`src/rtl/seq_divider.sv`:
```
// -----------------------------------------------------------------------------
// seq_divider
//   Multi-cycle unsigned restoring divider. One quotient bit is produced per
//   clock by trial subtraction. The subtraction uses the same two's-complement
//   form as the add/sub ALU: a + ~b + 1. A borrow shows up as a set MSB of the
//   (DATA_BITS+1)-bit trial result. A start/busy/done handshake lets the
//   control unit stall while a DIV completes.
//
// Ports
//   clk          rising-edge clock
//   reset_n      synchronous active-low reset
//   start        request a division (taken only when not busy)
//   dividend     unsigned dividend, captured on the accepting edge
//   divisor      unsigned divisor, captured on the accepting edge
//   busy         high while iterating
//   done         one-cycle pulse when the result outputs are newly valid
//   quotient     registered quotient, held until the next completion
//   remainder    registered remainder, held until the next completion
//   div_by_zero  set together with done when the divisor was zero
// -----------------------------------------------------------------------------
module seq_divider #(
  parameter int DATA_BITS = 8
) (
  input  logic                 clk,
  input  logic                 reset_n,
  input  logic                 start,
  input  logic [DATA_BITS-1:0] dividend,
  input  logic [DATA_BITS-1:0] divisor,
  output logic                 busy,
  output logic                 done,
  output logic [DATA_BITS-1:0] quotient,
  output logic [DATA_BITS-1:0] remainder,
  output logic                 div_by_zero
);

  localparam logic [1:0] IDLE = 2'd0;
  localparam logic [1:0] RUN  = 2'd1;
  localparam logic [1:0] FIN  = 2'd2;

  localparam int CW = $clog2(DATA_BITS + 1);
  localparam logic [DATA_BITS:0] ONE = {{DATA_BITS{1'b0}}, 1'b1};

  logic [1:0]             state;
  logic [DATA_BITS-1:0]   q_reg;
  logic [DATA_BITS-1:0]   d_reg;
  logic [DATA_BITS:0]     r_reg;
  logic [CW-1:0]          count;

  logic [2*DATA_BITS:0]   rq_shift;
  logic [DATA_BITS:0]     r_shift;
  logic [DATA_BITS-1:0]   q_shift;
  logic [DATA_BITS:0]     trial;
  logic                   no_borrow;
  logic [DATA_BITS:0]     r_next;
  logic [DATA_BITS-1:0]   q_next;

  // One restoring iteration: shift {R,Q} left, trial-subtract D from R.
  // A clear trial MSB means no borrow, so the subtraction is kept and a 1
  // enters the quotient; otherwise R is restored (left as shifted).
  always_comb begin
    rq_shift  = {r_reg, q_reg} << 1;
    r_shift   = rq_shift[2*DATA_BITS:DATA_BITS];
    q_shift   = rq_shift[DATA_BITS-1:0];
    trial     = r_shift + ~{1'b0, d_reg} + ONE;
    no_borrow = ~trial[DATA_BITS];
    r_next    = no_borrow ? trial : r_shift;
    q_next    = q_shift | {{(DATA_BITS-1){1'b0}}, no_borrow};
  end

  // Control and datapath registers. FIN behaves like IDLE for accepting a
  // new request, so back-to-back divisions lose no cycle. A zero divisor
  // skips the iteration phase and reports immediately.
  always_ff @(posedge clk) begin
    if (!reset_n) begin
      state       <= IDLE;
      q_reg       <= '0;
      d_reg       <= '0;
      r_reg       <= '0;
      count       <= '0;
      busy        <= 1'b0;
      done        <= 1'b0;
      quotient    <= '0;
      remainder   <= '0;
      div_by_zero <= 1'b0;
    end else begin
      done <= 1'b0;
      case (state)
        IDLE, FIN: begin
          state <= IDLE;
          if (start) begin
            q_reg <= dividend;
            d_reg <= divisor;
            r_reg <= '0;
            count <= CW'(DATA_BITS);
            if (divisor == '0) begin
              state       <= FIN;
              quotient    <= '1;
              remainder   <= dividend;
              div_by_zero <= 1'b1;
              done        <= 1'b1;
            end else begin
              state       <= RUN;
              busy        <= 1'b1;
              div_by_zero <= 1'b0;
            end
          end
        end
        RUN: begin
          r_reg <= r_next;
          q_reg <= q_next;
          count <= count - CW'(1);
          if (count == CW'(1)) begin
            state     <= FIN;
            busy      <= 1'b0;
            done      <= 1'b1;
            quotient  <= q_next;
            remainder <= r_next[DATA_BITS-1:0];
          end
        end
        default: state <= IDLE;
      endcase
    end
  end

endmodule

```
`config.mk`:
```
export PLATFORM = sky130hd
export DESIGN_NAME = seq_divider
export DESIGN_NICKNAME = d
export VERILOG_FILES = /design/src/rtl/seq_divider.sv
export SDC_FILE = /design/constraint.sdc
export NUM_CORES = 1
export LEC_CHECK = 0
export CORE_ASPECT_RATIO = 0.75
export CORE_MARGIN = 3
export CORE_UTILIZATION = 40
export CTS_CLUSTER_SIZE = 40
export DETAILED_ROUTE_END_ITERATION = 10
export HOLD_SLACK_MARGIN = 0.05
export SYNTH_ARGS = -nofsm -noshare
export SYNTH_HDL_FRONTEND = slang
export SYNTH_SLANG_ARGS = --single-unit
```
`constraint.sdc`:
```
create_clock -name clk -period 2.83 [get_ports clk]
set_input_delay 0.849 -clock clk [delete_from_list [all_inputs] [get_ports clk]]
set_output_delay 0.849 -clock clk [all_outputs]
set_load 0.02 [all_outputs]
```
# Word level (Yosys, flattened, before mapping)
# Index checks and enable logic that the tools add are counted.
# totals
output_inout_bits,19
reg_bits,49
wordCells,58
input_bits,19
# classes
n_eq_ne,7
add_sub_neg,3
mux,27
reduce_logical,8
bitwise,3
# op_table
operator,n
two-way mux 8 bit,9
one-hot mux 8 bit (2 select lines),4
"adder 9 x 1 -> 9 bit, second input constant",1
adder 9 bit,1
NOT 8 -> 9 bit,1
zero test 8 bit,1
"inequality test 2 bit, second input constant",4
bitwise OR 8 x 1 -> 8 bit,1
one-hot mux 4 bit (2 select lines),1
AND reduction 4 bit,2
two-way mux 1 bit,6
two-way mux 2 bit,3
"equality test 4 x 1 -> 1 bit, second input constant",1
two-way mux 4 bit,1
one-hot mux 1 bit (2 select lines),2
one-hot mux 2 bit (2 select lines),1
AND reduction 2 bit,2
"subtractor 4 x 1 -> 4 bit, second input constant",1
"equality test 2 x 1 -> 1 bit, second input constant",1
"equality test 2 bit, second input constant",1
zero test 2 bit,1
nonzero test 2 bit,1
OR reduction 2 bit,1
NOT 1 bit,1

# Logic depth before layout (Yosys ltp)
# Gate-level depths: netlist of run 1.
# logic_depth
ltp_word,7
ltp_mapped,11
mapped_depth_nobuf,10

# Worst setup path before layout of run 1
# Ideal clock, no wire load.
# synth_timing
kind,register to register
startpoint,register q_reg[7]
endpoint,register remainder[5]
path_buffers,1
setup_time_ps,124
stages_incl_launch_ff,12
required_ps,2706
setup_slack_ps,576
period_less_slack_ps,2254
arrival_time_ps,2130
path_cell_list,dfxtp_1 inv_1 ha_1 inv_1 fa_1 a21oi_2 a2bb2oi_2 a21oi_4 xnor2_2 buf_6 nor3b_1 o31ai_2
# synth_via
elab_chain_cells,5
# synth_lines
item,line,rtl
from (decl),44,logic [DATA_BITS-1:0] q_reg;
from (signal assigned),91,q_reg <= dividend;
from (signal assigned),110,q_reg <= q_next;
adder 9 bit,64,"trial = r_shift + ~{1'b0, d_reg} + ONE;"
adder 9 x 1 -> 9 bit,64,
two-way mux 8 bit,66,r_next = no_borrow ? trial : r_shift;
two-way mux 8 bit,112,if (count == CW'(1)) begin
one-hot mux 8 bit (2 select lines),87,case (state)
to (signal assigned),98,remainder <= dividend;
to (signal assigned),117,remainder <= r_next[DATA_BITS-1:0];
to (decl),32,"output logic [DATA_BITS-1:0] remainder,"
# Every way passes these cells. The select of a mux whose other input is x is not followed.
# A chain may end at the register's enable or synchronous reset.

# Final worst setup path of run 1
# layout_timing
startpoint,register q_reg[7]
endpoint,register remainder[6]
# Same word-level chain as after synthesis.

==> results by group, run 1 <==
Logic synthesis
  • Synth area leader: dfxtp_1
  • Post-Syn Area: 2480 µm²
  • Simple-Gate Fraction of Synth Area: 21.8%
  • Yosys reg bits: 49
  • FFs w/ async S/R, synth: 0%
  • Number of synthesized flops with an enable pin: 0
  • Syn Inst Count: 293
  • Post-synth top flop: dfxtp_1
  • Multiplexer share of the synthesized area: 3.27%
  • Register area share after synthesis: 39.5%
  • Syn Area/Cell: 8.48 µm²
  • Top cells by area, synth: dfxtp_1 39%, nand2_1 9.7%, ha_1 5.0%
  • Largest family of logic cells by synthesized area: compound AO/OA/AOI/OAI gates
  • Share of the synthesized area in the top cell type: 39.5%
  • Synthesized Nets: 323
  • Post-synthesis adder-cell area fraction: 5.84%
  • Compound-Gate Fraction of Synth Area: 22.0%
  • YS warnings: 0
  • Synth cell types: 44
  • Synth Area in XOR/XNOR: 2.42%

Routing
  • Met3 routed WL: 258 µm
  • Routed wire per std cell: 14.6 µm
  • Routed Antenna Nets: 0
  • Top Layer Used: met4
  • WL met2: 2440 µm
  • Metal-1 WL: 3190 µm
  • Number of remaining DRC errors: 0
  • Vias per std cell: 5.27
  • Iter 0 DRT Violations: 115
  • DR vias: 2145
  • First-pass detailed-route iteration total: 4
  • Routed WL: 5930 µm

Global route
  • Largest net degree at the start of global routing: 33
  • Initial antenna violation count: 0
  • First-pass GRT wire length: 10100 µm
  • Total Routing Usage GR: 17.2%
  • Aggregate global routing overflow: 0
  • Vias in the first global route: 2001

STA
  • Worst hold margin: 0.465 ns
  • Post-route clock period utilization: 90.4%
  • Max-slew headroom: 57.3%
  • Worst Skew: 0.0136 ns
  • Fin. max-slew vios: 0
  • Fmax: 0.391 GHz
  • Setup TNS: 0 ns
  • RSZ-0062 raised after global routing: no
  • Tightest Pin Transition: 0.640 ns
  • Fin crit period: 2.56 ns
  • Final Hold Vio Count: 0
  • Setup violations, final: 0

Pwr
  • Total power: 1.82 mW
  • Maximum vdd drop: 0.000316 V
  • Logic pwr share: 28.6%
  • Leakage power: 1.25 nW
  • Part of the power in registers: 42.2%
  • Net Switching: 0.563 mW
  • Power Density: 589 nW/µm²
  • Sw Ratio: 31.0%
  • Design internal power: 1.26 mW
  • Proportion of power drawn by the clock network: 29.2%

CTS
  • Post_cts resized: 0
  • Setup Buffers After CTS: 0
  • Skew-Pair Late Insertion Delay: 0.31 ns
  • TritonCTS clock tree: yes
  • Clock sink count: 49
  • CTS Root Cell: clkbuf_8
  • CTS Buf Count: 5
  • CTS clk-pin slew, worst paths: 0.09 ns
  • H-tree levels: 2
  • Hold buffers post-CTS: 0
  • Max clock buf depth: 2

Critical path
  • Worst R2R Path Depth: 11
  • Crit start category: flip-flop
  • Crit path depth: 11
  • Critical Path AT: 2.74 ns
  • Cell mode on critical path: inv_1
  • Worst-path fanout max: 11
  • Critical Path RT: 3.01 ns
  • CP Buf/Inv Count: 3
  • Crit-path cells: inv_1 -> ha_1 -> inv_1 -> fa_1 -> a21oi_2 -> a2bb2oi_2 -> a21oi_4 -> xnor2_2 -> buf_4 -> mux2i_1 -> o211ai_1
  • Worst setup EP type: flip-flop
  • Critical-path top delay cell: fa_1
  • Cell family with most CP delay: compound AO/OA/AOI/OAI gates
  • Crit Path Class: flip-flop to flip-flop
  • Slowest stage delay, CP: 0.41 ns
  • Reg2Reg Setup Slack: 0.27 ns

Finish
  • Commonest cells after routing, fill and taps aside: 64 x nand2_1, 49 x dfxtp_1, 37 x clkdlybuf4s50_1
  • # fillers: 578
  • Sequential cell area: 981 µm²
  • Synth-to-Final Area Change: 24.3%
  • Commonest non-fill, non-tap cell in the layout: nand2_1
  • Multi-input gate area: 1370 µm²
  • Layout cells sized above 1: 10.0%
  • Nets@finish: 358
  • Ant diodes: 0

Place
  • Number of port buffers: 37
  • Global placement routability congestion: 0.788
  • HPWL after detailed placement: 4310 µm

Outcome
  • Status: finished, final reports clean

Floorplan
  • Die Ht: 74.2 µm
  • Initial core utilization: 42.0%
  • Die W: 97.0 µm
  • IO Count: 38
  • CORE AREA: 5920 µm²
  • Die area: 7200 µm²
  • Standard-cell row count: 24

Min path
  • Worst hold path cell count: 2
  • Worst min path class: flip-flop to flip-flop

Flow run
  • Max-Cap Viols: 0
power groups by stage:
| stage | Combinational [mW] | Clock, mW | Sequential (mW) |
|---|---|---|---|
| after global placement | 0.518 | 0 | 0.784 |
| after global routing | 0.579 | 0.568 | 0.774 |
| after CTS | 0.522 | 0.544 | 0.768 |
| after detailed placement | 0.519 | 0 | 0.784 |
| after floorplan | 0.373 | 0 | 0.787 |
| final | 0.520 | 0.531 | 0.768 |
final timing paths:
| check | from | to |
|---|---|---|
| hold reg to reg | d_reg[7] | d_reg[7] |
| hold / removal | d_reg[7] | d_reg[7] |
| setup reg to reg | q_reg[7] | remainder[6] |
| setup / recovery | q_reg[7] | remainder[6] |
cell usage after synthesis (3+ instances only):
| master | instances |
|---|---|
| a21boi_0 | 10 |
| a21oi_1 | 7 |
| a31oi_1 | 3 |
| and2_1 | 5 |
| and3_1 | 3 |
| buf_2 | 4 |
| clkbuf_1 | 13 |
| dfxtp_1 | 49 |
| ha_1 | 10 |
| inv_1 | 12 |
| mux2i_1 | 7 |
| nand2_1 | 64 |
| nand2b_1 | 3 |
| nand3_1 | 17 |
| nor2_1 | 7 |
| nor2b_1 | 4 |
| nor3_1 | 5 |
| nor4_1 | 3 |
| o211a_1 | 8 |
| o211ai_1 | 7 |
| o21a_1 | 6 |
| o21ai_0 | 7 |
| o21ai_1 | 7 |
| o221a_2 | 7 |
| xor2_1 | 3 |
logic make-up after synthesis:
group,count (synthesis)
muxes,8
xor gates and xnor gates,6
buffers and inverters,31
and+or+nand+nor,118
DFF,49
adders and majority gates,11
AOI/OAI and AO/OA,70
worst register-to-register path, cell delays in order, from the launching register on:
cell       delay, ns
dfxtp_1         0.30
inv_1           0.08
ha_1            0.18
inv_1           0.05
fa_1            0.41
a21oi_2         0.20
a2bb2oi_2       0.26
a21oi_4         0.12
xnor2_2         0.14
buf_4           0.24
mux2i_1         0.32
o211ai_1        0.14
cell type report:
type                            count  area share [%]
Clock buffer                        6            2.67
Clock inverter                      2            1.22
Inverter                           12            1.46
Multi-Input combinational cell    213            44.5
Sequential cell                    49            31.8
Tap cell                           78            3.16
Timing Repair Buffer               47            15.2
per-stage QoR:
step | instance area [µm²] | worst slack (ns) | std cells | util, %
2_1_floorplan | 2480 | 0.576 | 293 | -
3_3_place_gp | 2970 | 0.0717 | 399 | 50.2
3_5_place_dp | 2970 | 0.0814 | 399 | 50.2
4_1_cts | 3090 | 0.262 | 407 | 52.2
5_1_grt | 3090 | 0.0964 | 407 | 52.2
6_report | 3090 | 0.270 | 407 | 52.2
metal layers:
metal	track usage, %	vias to the layer above
met5	0	-
met4	4.21	0
met3	3.56	4
met2	25.0	38
met1	26.0	1006
li1	-	1097
No activity file was read; power rests on OpenSTA's default activity.
==> inputs of run 2 (changes only) <==
--- a/config.mk
+++ b/config.mk
@@ -8,8 +8,9 @@
 export CORE_ASPECT_RATIO = 0.75
 export CORE_MARGIN = 3
-export CORE_UTILIZATION = 40
+export CORE_UTILIZATION = 53
 export CTS_CLUSTER_SIZE = 40
 export DETAILED_ROUTE_END_ITERATION = 10
 export HOLD_SLACK_MARGIN = 0.05
+export PLACE_DENSITY = 0.79
 export SYNTH_ARGS = -nofsm -noshare
 export SYNTH_HDL_FRONTEND = slang
==> constraint.sdc (replaced) <==
create_clock -name clk -period 2.83 [get_ports clk]
set_input_delay 0.566 -clock clk [delete_from_list [all_inputs] [get_ports clk]]
set_output_delay 0.566 -clock clk [all_outputs]
set_load 0.02 [all_outputs]
==> run 2 against run 1 <==
Critical path depth unchanged. Fmax decreased by 1.6%. Flip-flop and latch count unchanged. Critical endpoint is now remainder[0]. Largest cell class unchanged. Final area decreased by 2.4%. Combinational power decreased by 2%. Clock power decreased by 5.3%. Sequential power about the same. Core utilization increased by 18 points. Clock skew decreased by 0.0083 ns. Worst setup slack got worse by 0.042 ns. Via count increased by 2.0%. Power decreased by 2.0%.
==> results by group, run 2 (same netlist as run 1, synthesis figures left out) <==
CTS
  • Setup Buffers After CTS: 0 (unchanged)
  • CTS clk-pin slew, worst paths: 0.08 ns (about the same)
  • TritonCTS clock tree: yes
  • Clock sink count: 49 (unchanged)
  • Max clock buf depth: 2 (unchanged)
  • CTS Buf Count: 5 (unchanged)
  • CTS Root Cell: clkbuf_8
  • Hold buffers post-CTS: 0 (unchanged)
  • Post_cts resized: 0 (unchanged)
  • H-tree levels: 2 (unchanged)
  • Skew-Pair Late Insertion Delay: 0.29 ns (-0.02 ns)

STA
  • Fmax: 0.384 GHz (-1.6%)
  • Final Hold Vio Count: 0 (unchanged)
  • Max-slew headroom: 32.9% (-24 points)
  • Final WS setup: 0.228 ns (-0.0422 ns)
  • Tightest Pin Transition: 1.01 ns (+0.367 ns)
  • Fin. max-slew vios: 0 (unchanged)
  • Fin crit period: 2.60 ns (+0.0422 ns)
  • Worst Skew: 0.00538 ns (-0.00827 ns)
  • Worst hold margin: 0.467 ns (+0.00258 ns)
  • Setup TNS: 0 ns (unchanged)
  • RSZ-0062 raised after global routing: no
  • Post-route clock period utilization: 91.9% (+1.5 points)
  • Setup violations, final: 0 (unchanged)

Pwr
  • Design internal power: 1.25 mW (-0.37%)
  • Leakage power: 1.23 nW (-1.6%)
  • Part of the power in registers: 43.2% (+1.0 points)
  • Logic pwr share: 28.6% (about the same)
  • Net Switching: 0.532 mW (-5.5%)
  • Proportion of power drawn by the clock network: 28.2% (-1.0 points)
  • Sw Ratio: 29.8% (-1.1 points)
  • Power Density: 591 nW/µm² (+0.39%)
  • Maximum vdd drop: 0.000339 V (+7.2%)

Global route
  • Initial antenna violation count: 0 (unchanged)
  • Vias in the first global route: 2106 (+5.2%)
  • Largest net degree at the start of global routing: 36 (+9.1%)
  • Aggregate global routing overflow: 0 (unchanged)
  • Total Routing Usage GR: 22.5% (+5.2 points)
  • First-pass GRT wire length: 10000 µm (-0.62%)

Critical path
  • RR Startpoint: q_reg[7]
  • Critical Path RT: 3.05 ns (+0.04 ns)
  • Worst setup EP type: flip-flop
  • Worst-path fanout max: 10 (-1)
  • Crit Path Class: flip-flop to flip-flop
  • Worst setup startpoint: q_reg[7]
  • Reg2Reg Setup Slack: 0.23 ns (-0.04 ns)
  • Crit start category: flip-flop
  • Critical Path AT: 2.83 ns (+0.09 ns)

Outcome
  • Status: finished, final reports clean

Floorplan
  • CORE AREA: 4280 µm² (-28%)
  • IO Count: 38 (unchanged)
  • Die area: 5550 µm² (-23%)
  • Die W: 85.0 µm (-12%)
  • Standard-cell row count: 20 (-17%)
  • Die Ht: 65.3 µm (-12%)
  • Initial core utilization: 58.0% (+16 points)

Routing
  • Routed Antenna Nets: 0 (unchanged)
  • Number of remaining DRC errors: 0 (unchanged)
  • First-pass detailed-route iteration total: 5 (+1)
  • DR vias: 2187 (+2.0%)
  • Iter 0 DRT Violations: 130 (+13%)
  • Vias per std cell: 5.73 (+8.6%)
  • Routed WL: 5830 µm (-1.7%)
  • Routed wire per std cell: 15.3 µm (+4.7%)

Place
  • Global placement routability congestion: 0.873 (+11%)
  • Number of port buffers: 37 (unchanged)
  • HPWL after detailed placement: 4350 µm (+0.80%)
  • Placed cells: 374 (-6.3%)
  • Post-Place Worst Slack: 0.266 ns (+0.185 ns)

Finish
  • Nets@finish: 356 (-0.56%)
  • Non-Filler Instances: 382 (-6.1%)
  • Layout cells sized above 1: 9.17% (-0.86 points)
  • Core Util, Final: 70.5% (+18 points)
  • Ant diodes: 0 (unchanged)
  • Commonest cells after routing, fill and taps aside: 64 x nand2_1, 49 x dfxtp_1, 37 x clkdlybuf4s50_1
  • Synth-to-Final Area Change: 21.4%
  • # fillers: 354 (-39%)
  • Commonest non-fill, non-tap cell in the layout: nand2_1

Min path
  • Hold_sp: d_reg[2]
  • Worst min path class: flip-flop to flip-flop

Flow run
  • Max-Cap Viols: 0 (unchanged)
==> run 2: final timing paths <==
kind | to | depth (start not counted)
min | d_reg[2] | 2
max | remainder[0] | 11
min reg2reg | d_reg[2] | 2
max reg2reg | remainder[0] | 11
==> run 2: worst max-delay path, stage by stage, from the launching register on <==
cell and delay, ns:
dfxtp_1 0.30, inv_1 0.08, ha_1 0.19, inv_1 0.06
fa_1 0.42, a21oi_2 0.18, a2bb2oi_2 0.24, a21oi_4 0.11
xnor2_2 0.18, buf_4 0.24, mux2_2 0.38, o21ai_1 0.16
==> run 2: cell type report <==
class / instances / area, µm² / area share [%]
repair buffers: 45 / 430 / 14.3
multi-input cells: 213 / 1370 / 45.6
well taps: 55 / 68.8 / 2.28
clock buffers: 7 / 86.3 / 2.86
clock inverters: 1 / 30.0 / 0.996
inverters: 12 / 45.0 / 1.49
flip-flops and latches: 49 / 981 / 32.5
==> run 2: stage by stage <==
step           total power [mW]  area (µm²)
6_report                   1.78        3020
2_1_floorplan              1.16        2480
4_1_cts                    1.79        3020
3_3_place_gp               1.28        2900
3_5_place_dp               1.29        2900
5_1_grt                    1.89        3020
==> run 2: power by group through the flow <==
stage	Combinational [mW]	Clock (mW)	Sequential (mW)
floorplan	0.373	0	0.787
global placement	0.496	0	0.784
detailed placement	0.507	0	0.785
CTS	0.509	0.516	0.769
global route	0.564	0.550	0.775
finish	0.511	0.503	0.770
==> run 2: layer usage <==
metal | vias up | track usage [%] | share of wire, %
met5 | - | 0 | 0
met4 | 0 | 7.71 | 1.7
met3 | 12 | 4.39 | 6.3
met2 | 67 | 34.7 | 46
met1 | 1021 | 31.4 | 46
li1 | 1087 | - | -
==> inputs of run 3 (changes only) <==
- CTS_CLUSTER_SIZE: 40 -> 10
==> results of run 3 <==
The final DEF is identical to that of run 2; final timing and power are the same.
==> patch 1: new RTL, config.mk and constraints of run 3 <==
Register the output `quotient` once more, cleared by the reset; this adds one clock of latency there. The other outputs are not delayed to match. Comments in the files are not updated.
--- a/src/rtl/seq_divider.sv
+++ b/src/rtl/seq_divider.sv
@@ -42,2 +42,4 @@
 
+  logic [DATA_BITS-1:0] quotient_s0;
+
   logic [1:0]             state;
@@ -81,3 +83,3 @@
       done        <= 1'b0;
-      quotient    <= '0;
+      quotient_s0 <= '0;
       remainder   <= '0;
@@ -96,3 +98,3 @@
               state       <= FIN;
-              quotient    <= '1;
+              quotient_s0 <= '1;
               remainder   <= dividend;
@@ -115,3 +117,3 @@
             done      <= 1'b1;
-            quotient  <= q_next;
+            quotient_s0 <= q_next;
             remainder <= r_next[DATA_BITS-1:0];
@@ -124,2 +126,10 @@
 
+  always_ff @(posedge clk) begin
+    if (!reset_n) begin
+      quotient <= '0;
+    end else begin
+      quotient <= quotient_s0;
+    end
+  end
+
 endmodule
Behaviour: not the same (a bounded check fails within 4 cycles, from zero or initial values and one cycle with reset_n low).
==> patch 1 against run 3 <==
- the flow now finishes with violations (setup timing)
- global-route usage is 0.49 points lower
- setup slack got worse by 0.25 ns
- routed wire length increased by 15%
- count of clock-buffer cells in the layout is 3 higher
- power increased by 22%
- area after synthesis is 11% higher
- final cell count grew 14%
- first-iteration DRC count grew 93%
- design area rose by 16%
- non-clock buffer count rose by 13
- sequential cell count increased by 8
==> patch 1: results <==
[cts]
ctsHtreeMaxLevel = 3

[worst_setup_path]
critical_path_peak_fanout = 8
cpMaxStageDelayCell = fa_2
critPathMaxStageDelay_ns = 0.40

[logic_synthesis]
synthDistinctLibCells = 58
yosys.area_share.xor_xnor = 0.00317
synth-compound-area-share = 0.252
synth_common_cells = dfxtp_1, nand2_1, a21oi_1
syn_nets = 351

[run_status]
violations = setup timing
status = finished, violations left

[cells_and_area]
layout.nets = 401
syn_to_final_growth_pct = 27.0
drive_above_1_share = 0.176

[detailed_routing]
drt-vias-per-instance = 5.90
routed_wl_mm = 6.69
firstDrtPassIters = 4
wl_met2_mm = 3.01

[grt]
grt_pass1_vias = 2220
grt_pass1_wl_mm = 10.3
grt.total_usage = 0.220

[sta]
setup_violations = 1
final.setup.worst_slack_ns = -0.0252

[placement]
place_area_sq_um = 3220
hpwl_mm = 4.63
place_ws_ns = 0.00982
finalWeightedCongestion = 0.910

[min_path]
min-delay-start = d_reg[1]

[power]
peakVddDrop_v = 0.000349
## patch 1: cell types whose count changed in the layout (fill, tap and decap cells not counted), moves of 5 or more
cell,change
a311oi_1,+8
nor2_1,+15
o21ai_1,-7
o211ai_1,-5
buf_4,+11
o211a_1,-8
dfxtp_1,+6
a21boi_0,-10
nand2_1,-12
nand3_1,-11
a21oi_1,+18
## patch 1: layer usage
layer  vias to the layer above  track usage
li1                       1263            -
met5                         -            0
met4                         0       0.0706
met2                        86        0.335
met3                         8       0.0534
met1                      1215        0.306
## patch 1: power by group
part	internal [mW]	switching [mW]	total, mW
combinational	0.324	0.336	0.661
clock	0.310	0.322	0.633
sequential	0.850	0.0373	0.888
## patch 1: area by class of cell
type                       instances  area share
inverter                          15      0.0161
sequential                        57       0.326
tap                               60      0.0214
clock inverter                     6      0.0100
timing repair buffer              58       0.155
multi-input combinational        230       0.434
clock buffer                      10      0.0364
==> patch 2: new RTL, config.mk and constraints of run 3 <==
Made on the original files. `DATA_BITS`: 8 -> 16.
--- a/src/rtl/seq_divider.sv
+++ b/src/rtl/seq_divider.sv
@@ -21,3 +21,3 @@
 module seq_divider #(
-  parameter int DATA_BITS = 8
+  parameter int DATA_BITS = 16
 ) (
Ports: changed (resized dividend, divisor, quotient and remainder); port bits go from 38 to 70. No check against the original RTL was run, so the function may have changed too.
==> patch 2 against run 3 <==
- area after synthesis grew 81%
- sequential share of layout area decreased by 1.4 points
- design area grew 92%
- critical endpoint is now remainder[5]
- power grew 150%
- routed wire length increased by 130%
- count of clock-buffer cells in the layout grew 5
- first-iteration DRC count grew to 3.3 times the old value
- largest cell class unchanged
- sequential cell count is 41 higher
- setup slack worse by 0.14 ns
==> patch 2: results <==
[logic_synthesis]
synth-compound-area-share = 0.212
yosysSeqAreaShare = 0.401
syn_nets = 626
synthDistinctLibCells = 57
synth_adder_area_share = 0.0546
synth_common_cells = nand2_1, dfxtp_1, a21oi_1
synthMuxAreaShare = 0.0223
yosys.area_share.xor_xnor = 0.0215

[sta]
fin_crit_sh = 0.970
worst-slew-pin-transition_ns = 0.725
hold-worst-slack_ns = 0.454

[cts]
clk_latency_ns = 0.34
root_buffer = clkbuf_16
path_clk_slew_ns = 0.06
ctsHtreeMaxLevel = 3
cts_buffers = 9

[cells_and_area]
layout.nets = 700
drive_above_1_share = 0.0983

[placement]
io_buffers = 69
hpwl_mm = 9.69
finalWeightedCongestion = 0.975
place_area_sq_um = 5400

[worst_setup_path]
critical_path_peak_fanout = 6
cpMaxStageDelayCell = a211o_2
reg2reg_to = remainder[5]

[detailed_routing]
vias = 4527
dr.first_iter.drc_count = 431
drt-vias-per-instance = 5.99

[power]
netSwitchingPower_mw = 1.54
peakVddDrop_v = 0.000481
clkPwrFrac = 0.290
leakagePower_nw = 2.16

[grt]
grt_max_degree = 42
grt_pass1_wl_mm = 21.5
use_met3 = 0.0776
grt_pass1_vias = 4318

[run_status]
status = complete, no violations

[min_path]
hold_end = d_reg[7]
patch 2: changes by cell type after synthesis, moves of 30 or more:
cell     change
a21oi_1     +45
dfxtp_1     +41
nand2_1     +31
nor2_1      +30
nor3_1      +35
o21ai_0     +31
patch 2: per-layer routing:
metal	up-vias	wire (um)
met5	-	0
met4	0	346
met3	35	1230
met2	222	5840
met1	2093	5880
li1	2177	-
patch 2: timing repair:
item,in CTS,in global routing
gates resized for setup,2,5
setup buffers,4,1
cloned,0,0
hold buffers,0,0
pin swaps,2,3
setup endpoints to repair,24,21
patch 2: layout make-up:
class / count / area, sq um
Clock buffer: 12 / 246
Clock inverter: 4 / 75.1
Fill cell: 649 / 2270
Timing Repair Buffer: 101 / 956
Tap cell: 105 / 131
Inverter: 22 / 82.6
Sequential cell: 90 / 1800
Multi-Input combinational cell: 422 / 2490
